--- src/rtl/fir_pkg.sv ---
// Shared types and constant helpers for the sample-path FIR filters.
package fir_pkg;

    typedef enum logic [1:0] {
        IDLE = 2'd0,
        MAC  = 2'd1,
        OUT  = 2'd2
    } fir_state_e;

    function automatic int clog2(input int n);
        int r = 32'sd0;
        while ((32'sd1 <<< r) < n) r = r + 32'sd1;
        return r;
    endfunction

    // Largest / smallest value representable in a w-bit two's-complement word.
    function automatic logic signed [63:0] sat_hi(input int w);
        return (64'sd1 <<< (w - 32'sd1)) - 64'sd1;
    endfunction

    function automatic logic signed [63:0] sat_lo(input int w);
        return -(64'sd1 <<< (w - 32'sd1));
    endfunction

endpackage

--- src/rtl/fir_round_sat.sv ---
// Round-half-up arithmetic right shift of an accumulator, clamped to a signed
// OUT_W range. Purely combinational so any filter can drop it in front of its output register.
module fir_round_sat
    import fir_pkg::*;
#(
    parameter int ACC_W     = 40,
    parameter int OUT_SHIFT = 15,
    parameter int OUT_W     = 32
) (
    input  logic signed [ACC_W-1:0] acc,
    output logic signed [OUT_W-1:0] y
);

    // One guard bit keeps the rounding offset from wrapping a near-full-scale sum.
    localparam int SW = ACC_W + 1;
    localparam logic signed [SW-1:0] ONE    = {{(SW-1){1'b0}}, 1'b1};
    localparam logic signed [SW-1:0] HALF   = ONE <<< (OUT_SHIFT - 1);
    localparam logic signed [SW-1:0] SAT_HI = SW'(sat_hi(OUT_W));
    localparam logic signed [SW-1:0] SAT_LO = SW'(sat_lo(OUT_W));

    logic signed [SW-1:0] biased_s;
    logic signed [SW-1:0] shifted_s;

    assign biased_s  = {acc[ACC_W-1], acc} + HALF;
    assign shifted_s = biased_s >>> OUT_SHIFT;

    // Clamp the scaled value into the output range.
    always_comb begin
        y = '0;
        if (shifted_s > SAT_HI) begin
            y = SAT_HI[OUT_W-1:0];
        end else if (shifted_s < SAT_LO) begin
            y = SAT_LO[OUT_W-1:0];
        end else begin
            y = shifted_s[OUT_W-1:0];
        end
    end

endmodule

--- src/rtl/fir_mac_serial.sv ---
// Time-multiplexed FIR: a single signed MAC walks all taps per sample, with a
// circular history buffer, run-time coefficients and valid/ready streaming.
module fir_mac_serial
    import fir_pkg::*;
#(
    parameter int DATA_W    = 16,
    parameter int COEF_W    = 16,
    parameter int TAPS      = 64,
    parameter int ACC_W     = 40,
    parameter int OUT_W     = 32,
    parameter int OUT_SHIFT = 15
) (
    input  logic                       clk,
    input  logic                       reset,
    input  logic signed [DATA_W-1:0]   in_data,
    input  logic                       in_valid,
    output logic                       in_ready,
    output logic signed [OUT_W-1:0]    out_data,
    output logic                       out_valid,
    input  logic                       out_ready,
    input  logic                       coef_we,
    input  logic [clog2(TAPS)-1:0]     coef_addr,
    input  logic signed [COEF_W-1:0]   coef_wdata,
    output logic                       busy
);

    localparam int AW = clog2(TAPS);
    localparam int PW = DATA_W + COEF_W;
    localparam logic [AW-1:0] LAST   = AW'(TAPS - 1);
    localparam logic [AW-1:0] ONE_A  = AW'(32'd1);
    localparam logic [AW:0]   TAPS_X = (AW + 1)'(TAPS);

    fir_state_e state_r, state_s;
    logic [AW-1:0]             wp_r, k_r;
    logic signed [ACC_W-1:0]   acc_r;
    logic signed [DATA_W-1:0]  hist_r [TAPS];
    logic signed [COEF_W-1:0]  coef_r [TAPS];

    logic [AW:0]               rd_wide_s;
    logic [AW-1:0]             rd_idx_s;
    logic signed [PW-1:0]      x_ext_s, h_ext_s, prod_s;
    logic signed [ACC_W-1:0]   acc_sum_s;
    logic signed [OUT_W-1:0]   rs_y_s;

    // History index for tap k: newest sample sits at wp, older ones behind it.
    always_comb begin
        rd_wide_s = '0;
        if (wp_r >= k_r) begin
            rd_wide_s = {1'b0, wp_r} - {1'b0, k_r};
        end else begin
            rd_wide_s = {1'b0, wp_r} + TAPS_X - {1'b0, k_r};
        end
        rd_idx_s = rd_wide_s[AW-1:0];
    end

    assign x_ext_s   = {{COEF_W{hist_r[rd_idx_s][DATA_W-1]}}, hist_r[rd_idx_s]};
    assign h_ext_s   = {{DATA_W{coef_r[k_r][COEF_W-1]}}, coef_r[k_r]};
    assign prod_s    = x_ext_s * h_ext_s;
    assign acc_sum_s = acc_r + {{(ACC_W-PW){prod_s[PW-1]}}, prod_s};

    fir_round_sat #(
        .ACC_W     (ACC_W),
        .OUT_SHIFT (OUT_SHIFT),
        .OUT_W     (OUT_W)
    ) u_round_sat (
        .acc (acc_sum_s),
        .y   (rs_y_s)
    );

    // Next-state logic.
    always_comb begin
        state_s = state_r;
        case (state_r)
            IDLE:    if (in_valid) state_s = MAC;  else state_s = IDLE;
            MAC:     if (k_r == LAST) state_s = OUT; else state_s = MAC;
            OUT:     if (out_ready) state_s = IDLE; else state_s = OUT;
            default: state_s = IDLE;
        endcase
    end

    // State register and the handshake outputs registered from the next state.
    always_ff @(posedge clk or negedge reset) begin
        if (!reset) begin
            state_r   <= IDLE;
            in_ready  <= 1'b1;
            busy      <= 1'b0;
            out_valid <= 1'b0;
        end else begin
            state_r   <= state_s;
            in_ready  <= (state_s == IDLE);
            busy      <= (state_s != IDLE);
            out_valid <= (state_s == OUT);
        end
    end

    // Tap counter, accumulator, write pointer and output register.
    always_ff @(posedge clk or negedge reset) begin
        if (!reset) begin
            wp_r     <= '0;
            k_r      <= '0;
            acc_r    <= '0;
            out_data <= '0;
        end else begin
            case (state_r)
                IDLE: begin
                    if (in_valid) begin
                        acc_r <= '0;
                        k_r   <= '0;
                    end
                end
                MAC: begin
                    acc_r <= acc_sum_s;
                    if (k_r == LAST) begin
                        out_data <= rs_y_s;
                        wp_r     <= (wp_r == LAST) ? '0 : wp_r + ONE_A;
                    end else begin
                        k_r <= k_r + ONE_A;
                    end
                end
                default: begin
                end
            endcase
        end
    end

    // Sample history: accepted samples land at the write pointer.
    always_ff @(posedge clk or negedge reset) begin
        if (!reset) begin
            for (int i = 0; i < TAPS; i++) hist_r[i] <= '0;
        end else if (state_r == IDLE && in_valid) begin
            hist_r[wp_r] <= in_data;
        end
    end

    // Coefficients change only while idle so a running sum never mixes old and new taps.
    always_ff @(posedge clk or negedge reset) begin
        if (!reset) begin
            for (int i = 0; i < TAPS; i++) coef_r[i] <= '0;
        end else if (coef_we && state_r == IDLE && ({1'b0, coef_addr} < TAPS_X)) begin
            coef_r[coef_addr] <= coef_wdata;
        end
    end

endmodule
--- config.mk ---
export PLATFORM = sky130hd
export DESIGN_NAME = fir_mac_serial
export DESIGN_NICKNAME = d
export VERILOG_FILES = /design/src/rtl/fir_pkg.sv /design/src/rtl/fir_round_sat.sv /design/src/rtl/fir_mac_serial.sv
export SDC_FILE = /design/constraint.sdc
export NUM_CORES = 2
export LEC_CHECK = 0
export CAP_MARGIN = 20
export CORE_MARGIN = 2
export CORE_UTILIZATION = 45
export CTS_BUF_LIST = sky130_fd_sc_hd__clkbuf_4 sky130_fd_sc_hd__clkbuf_8
export DETAILED_ROUTE_END_ITERATION = 7
export DONT_BUFFER_PORTS = 1
export SYNTH_ARGS = -nofsm -noshare
export SYNTH_HDL_FRONTEND = slang
export SYNTH_SLANG_ARGS = --single-unit
--- constraint.sdc ---
create_clock -name clk -period 14 [get_ports clk]
set_clock_uncertainty 0.15 [all_clocks]
set_input_delay 2.8 -clock clk [delete_from_list [all_inputs] [get_ports clk]]
set_output_delay 2.8 -clock clk [all_outputs]
set_load 0.005 [all_outputs]
==> run summary <==
Setup violations remaining at the end of the flow were counted as 0. The final clock period utilization by the worst path is 93.80%, and the total power after layout is 27.17 mW. For the post-cts resize count, the log shows 0. The worst setup path is captured at a flip-flop.

For this design the ratio of total power to cell area is 224.5 nW/um^2. After synthesis, the share of flip-flops with an asynchronous set or reset is 100.0%. The floorplan step set the die width to 495.8 um. The count of pins over their slew limit was 0; the count of maximum capacitance violations was 0. The final cell area excluding filler cells is 121,100 um^2, and the number of warnings reported in the yosys synthesis log is 0. VDD sags by at most 406.8 uV. TritonCTS built the clock tree. For the finished layout, the period the worst path requires is 13,130 ps. After the first detailed-routing iteration, the DRC count stood at 4,055. Vertical extent of the die: 495.8 um. The worst hold path belongs to the class flip-flop to flip-flop.

Across every metal layer, demand over resource in global routing totals 23.37%. Leaving out fill and tap cells, the most frequent cell in the layout is sky130_fd_sc_hd__dfrtp_1. Of all nets on the critical path, the largest fanout is 42.

For this run, design rule violations remaining after detail routing come to 0. The detailed-route via count was 62,840; the internal power was 15.73 mW. The detailed placement HPWL was 173,200 um; the clock-pin transition on the worst setup and hold timing paths was 70 ps. For the worst path arrival time, the log shows 13,920 ps. The placed instances occupy a cell area of 112,600 um^2.

The highest routed metal layer is met4. The share of total power dissipated in sequential elements is 24.9%. The logs give 108,800 um^2 for the synthesized area and 180 for the number of rows created at floorplan.

At the pin with the least slew margin, the transition time is 1333 ps. Counting every net in the synthesized netlist gives 7,865. The run gives 52.6% as the share of power burned in combinational logic. The number of nets in the layout was 7,842. The tools report the final number of hold-violating endpoints as 0. The critical path is of the flip-flop to flip-flop type. Yosys attributes the largest share of cell area to sky130_fd_sc_hd__dfrtp_1 (49%), sky130_fd_sc_hd__mux2_2 (21%), sky130_fd_sc_hd__mux4_2 (13%), sky130_fd_sc_hd__fa_1 (4.9%), sky130_fd_sc_hd__clkbuf_1 (1.6%).

The die covers 245,800 um^2. The number of enable-type register cells in the synthesized netlist is 0. Compared with the post-synthesis result, the final layout area differs by 11.24%. Setup repair after global routing left no endpoint under its margin. The maximum level of the CTS H-tree was 5; the number of search-and-repair iterations in the first detailed-routing pass was 6. Setup total negative slack on the finished layout was measured at 0 ps.

The tools report the worst slack at placement as 267.1 ps. For the worst slew slack as a fraction of its limit, the log shows 10.97%. Along the worst hold path, the cell count comes to 2. The logs give 11.45 mW for the net switching component of the power and 339.8 ps for the worst hold slack across all endpoints. The run gives 10 as the number of antenna violations at the first check in global routing.

The biggest cell delay along the critical path was 940 ps. In this run the deepest clock path goes through 4 buffers. Among all stages on the critical path, the largest delay is contributed by sky130_fd_sc_hd__fa_4. The global-route wire length before repair was 434,500 um; the cell count of the worst reg-to-reg path was 43. Once detail routing completed, the nets flagged for antenna violations numbered 0. For this run, the leading register cell type out of synthesis is sky130_fd_sc_hd__dfrtp_1. Startpoint kind of the worst setup timing path: a flip-flop. The initial utilization of the core area, before any placement, comes to 45.24%. The flip-flop and latch count after synthesis came out at 2,132. The post-route netlist has 47.52% of its cells at a drive strength greater than 1.

Summed over all nets, wire length on met2 after detailed routing comes to 136,900 um. The tools report the number of instances in the synthesized netlist as 7,428. The met3 wire length is 12,850 um.

The logs give 67,660 for the number of global-route vias before repair and 240,500 um^2 for the core area. The number of post-CTS setup repair buffers was 0. The detailed router put a total of 125,200 um of wire on met1.

The routability-driven placement congestion ratio is 0.8619. The per-cell routed wire length is 26.02 um. The clock latency reported for the late side of the worst-skew pair was 1070 ps. For the register cell area after layout, the log shows 53,360 um^2. Final routed wirelength across all metal layers: 282,600 um. The cell leakage power came out at 58.94 nW. The multi-input combinational cells in the finished layout cover a total of 52,040 um^2. Static timing analysis puts the maximum clock frequency at 76.15 MHz.

Data required time of the worst path: 14,780 ps. The cell at the root of the clock tree is sky130_fd_sc_hd__clkbuf_8. Of the total power, the share spent switching nets is 42.12%. The top cell types in the final layout, fill and taps aside, are sky130_fd_sc_hd__dfrtp_1 (2,127), sky130_fd_sc_hd__mux2_2 (2,067), sky130_fd_sc_hd__mux4_2 (647), sky130_fd_sc_hd__clkbuf_8 (491), sky130_fd_sc_hd__inv_1 (324). Pin placement for this block handled 78 I/O pins. The run gives 867.3 ps as the setup slack after layout. The logs give 0 for the number of hold buffers added after cts and 2,132 for the clock sink count. After global routing the overflow that remains totals 0.

The largest area contributor in the synthesized netlist is sky130_fd_sc_hd__dfrtp_1. The synthesized design devotes to its leading area cell type 49.00% of total area. Fill cells in the final layout number 20,340. In this run the mean area of a mapped cell was 14.65 um^2. The via count normalized by instance count works out to 5.786. Per report_power, the clock group accounts for 22.5% of the total. In this run, distinct cell masters in the synthesized netlist total 82.

Number of buffers created by CTS: 384. The maximum number of pins on one net before global-route repair was 269; the total of buffers placed on input and output ports was 0. The flow ran to the end, and the final reports show no timing, DRC or antenna violations. For this run, the register share of the synthesized area comes to 49.03%.
==> logic make-up after synthesis <==
logic type,Yosys count,share of synthesized area [%]
compound gates,331,1.936
xor+xnor,93,0.7554
fa+ha+maj,394,6.358
buf+inv,937,3.310
flops,2132,49.03
mux,2744,35.06
simple gates,797,3.555
==> final cells by class <==
cell class	instances	share of cell area (%)
Antenna cell	6	0.01240
Clock buffer	620	6.382
Clock inverter	31	0.2377
Inverter	325	1.010
Multi-Input combinational cell	4359	42.99
Sequential cell	2132	44.08
Tap cell	3185	3.292
Timing Repair Buffer	203	1.993
==> cell usage after synthesis, drive strengths merged, types with 5 or more instances <==
cell type / n
dfrtp: 2131
mux2: 2067
mux4: 647
clkbuf: 478
inv: 324
nand2: 303
fa: 265
nor2: 143
buf: 134
ha: 129
o21ai: 104
nor2b: 97
a21oi: 92
xnor2: 66
nand3: 56
nand2b: 51
mux2i: 30
a21o: 27
xor2: 27
nor3: 24
and2: 22
a211oi: 20
and3: 20
nand4: 16
or2: 16
o21a: 11
nor4: 10
o21bai: 10
o211ai: 8
o31ai: 8
or3: 8
nand3b: 7
nor3b: 7
and3b: 5
==> sequential cells by signal (all words and copies together) (netlist names) <==
name / flops
acc_r: 40
out_valid: 1
coef_r: 1024
hist_r: 1024
state_r: 2
out_data: 27
wp_r: 6
busy: 1
in_ready: 1
k_r: 6
==> power groups by stage <==
stage	registers (mW)	logic, mW	clock network, mW
3_3_place_gp	6.87	14.1	0
3_5_place_dp	6.88	14.2	0
5_1_grt	6.81	15.8	6.53
6_report	6.78	14.3	6.11
2_1_floorplan	6.80	10.5	0
4_1_cts	6.78	14.3	6.26
==> critical path: cells and delay by family (launching register included) <==
family                     cells  cell delay [ps]
adders and majority gates     10             4790
AOI/OAI and AO/OA             13             2850
muxes                          4             1960
and+or+nand+nor                6             1400
buffers and inverters          8             1040
DFF                            1              480
xor gates and xnor gates       2              290
==> routing by layer <==
layer | global-route usage [%] | vias to the layer above
met2 | 38.18 | 1453
met1 | 32.56 | 34120
met4 | 6.730 | 0
met5 | 0 | -
met3 | 3.495 | 484
li1 | - | 26780
==> through the flow <==
step	util (%)	std cells
2_1_floorplan	-	7428
3_3_place_gp	46.67	10170
3_5_place_dp	46.82	10190
4_1_cts	50.15	10840
5_1_grt	50.32	10860
6_report	50.33	10860
==> worst paths after layout <==
| kind | start | end | slack [ps] |
|---|---|---|---|
| worst max register to register | wp_r[0]$_DFFE_PN0P_ | out_data[20]$_DFFE_PN0P_ | 870 |
| max in group asynchronous | reset | coef_r[290]$_DFFE_PN0P_ | 7180 |
| worst max-delay path | wp_r[0]$_DFFE_PN0P_ | out_data[20]$_DFFE_PN0P_ | 870 |
| min in group asynchronous | reset | hist_r[900]$_DFFE_PN0P_ | 1280 |
| worst min-delay path | acc_r[13]$_DFFE_PN0P_ | acc_r[13]$_DFFE_PN0P_ | 340 |
| worst min register to register | acc_r[13]$_DFFE_PN0P_ | acc_r[13]$_DFFE_PN0P_ | 340 |
Power figures use the tool's default switching activity.
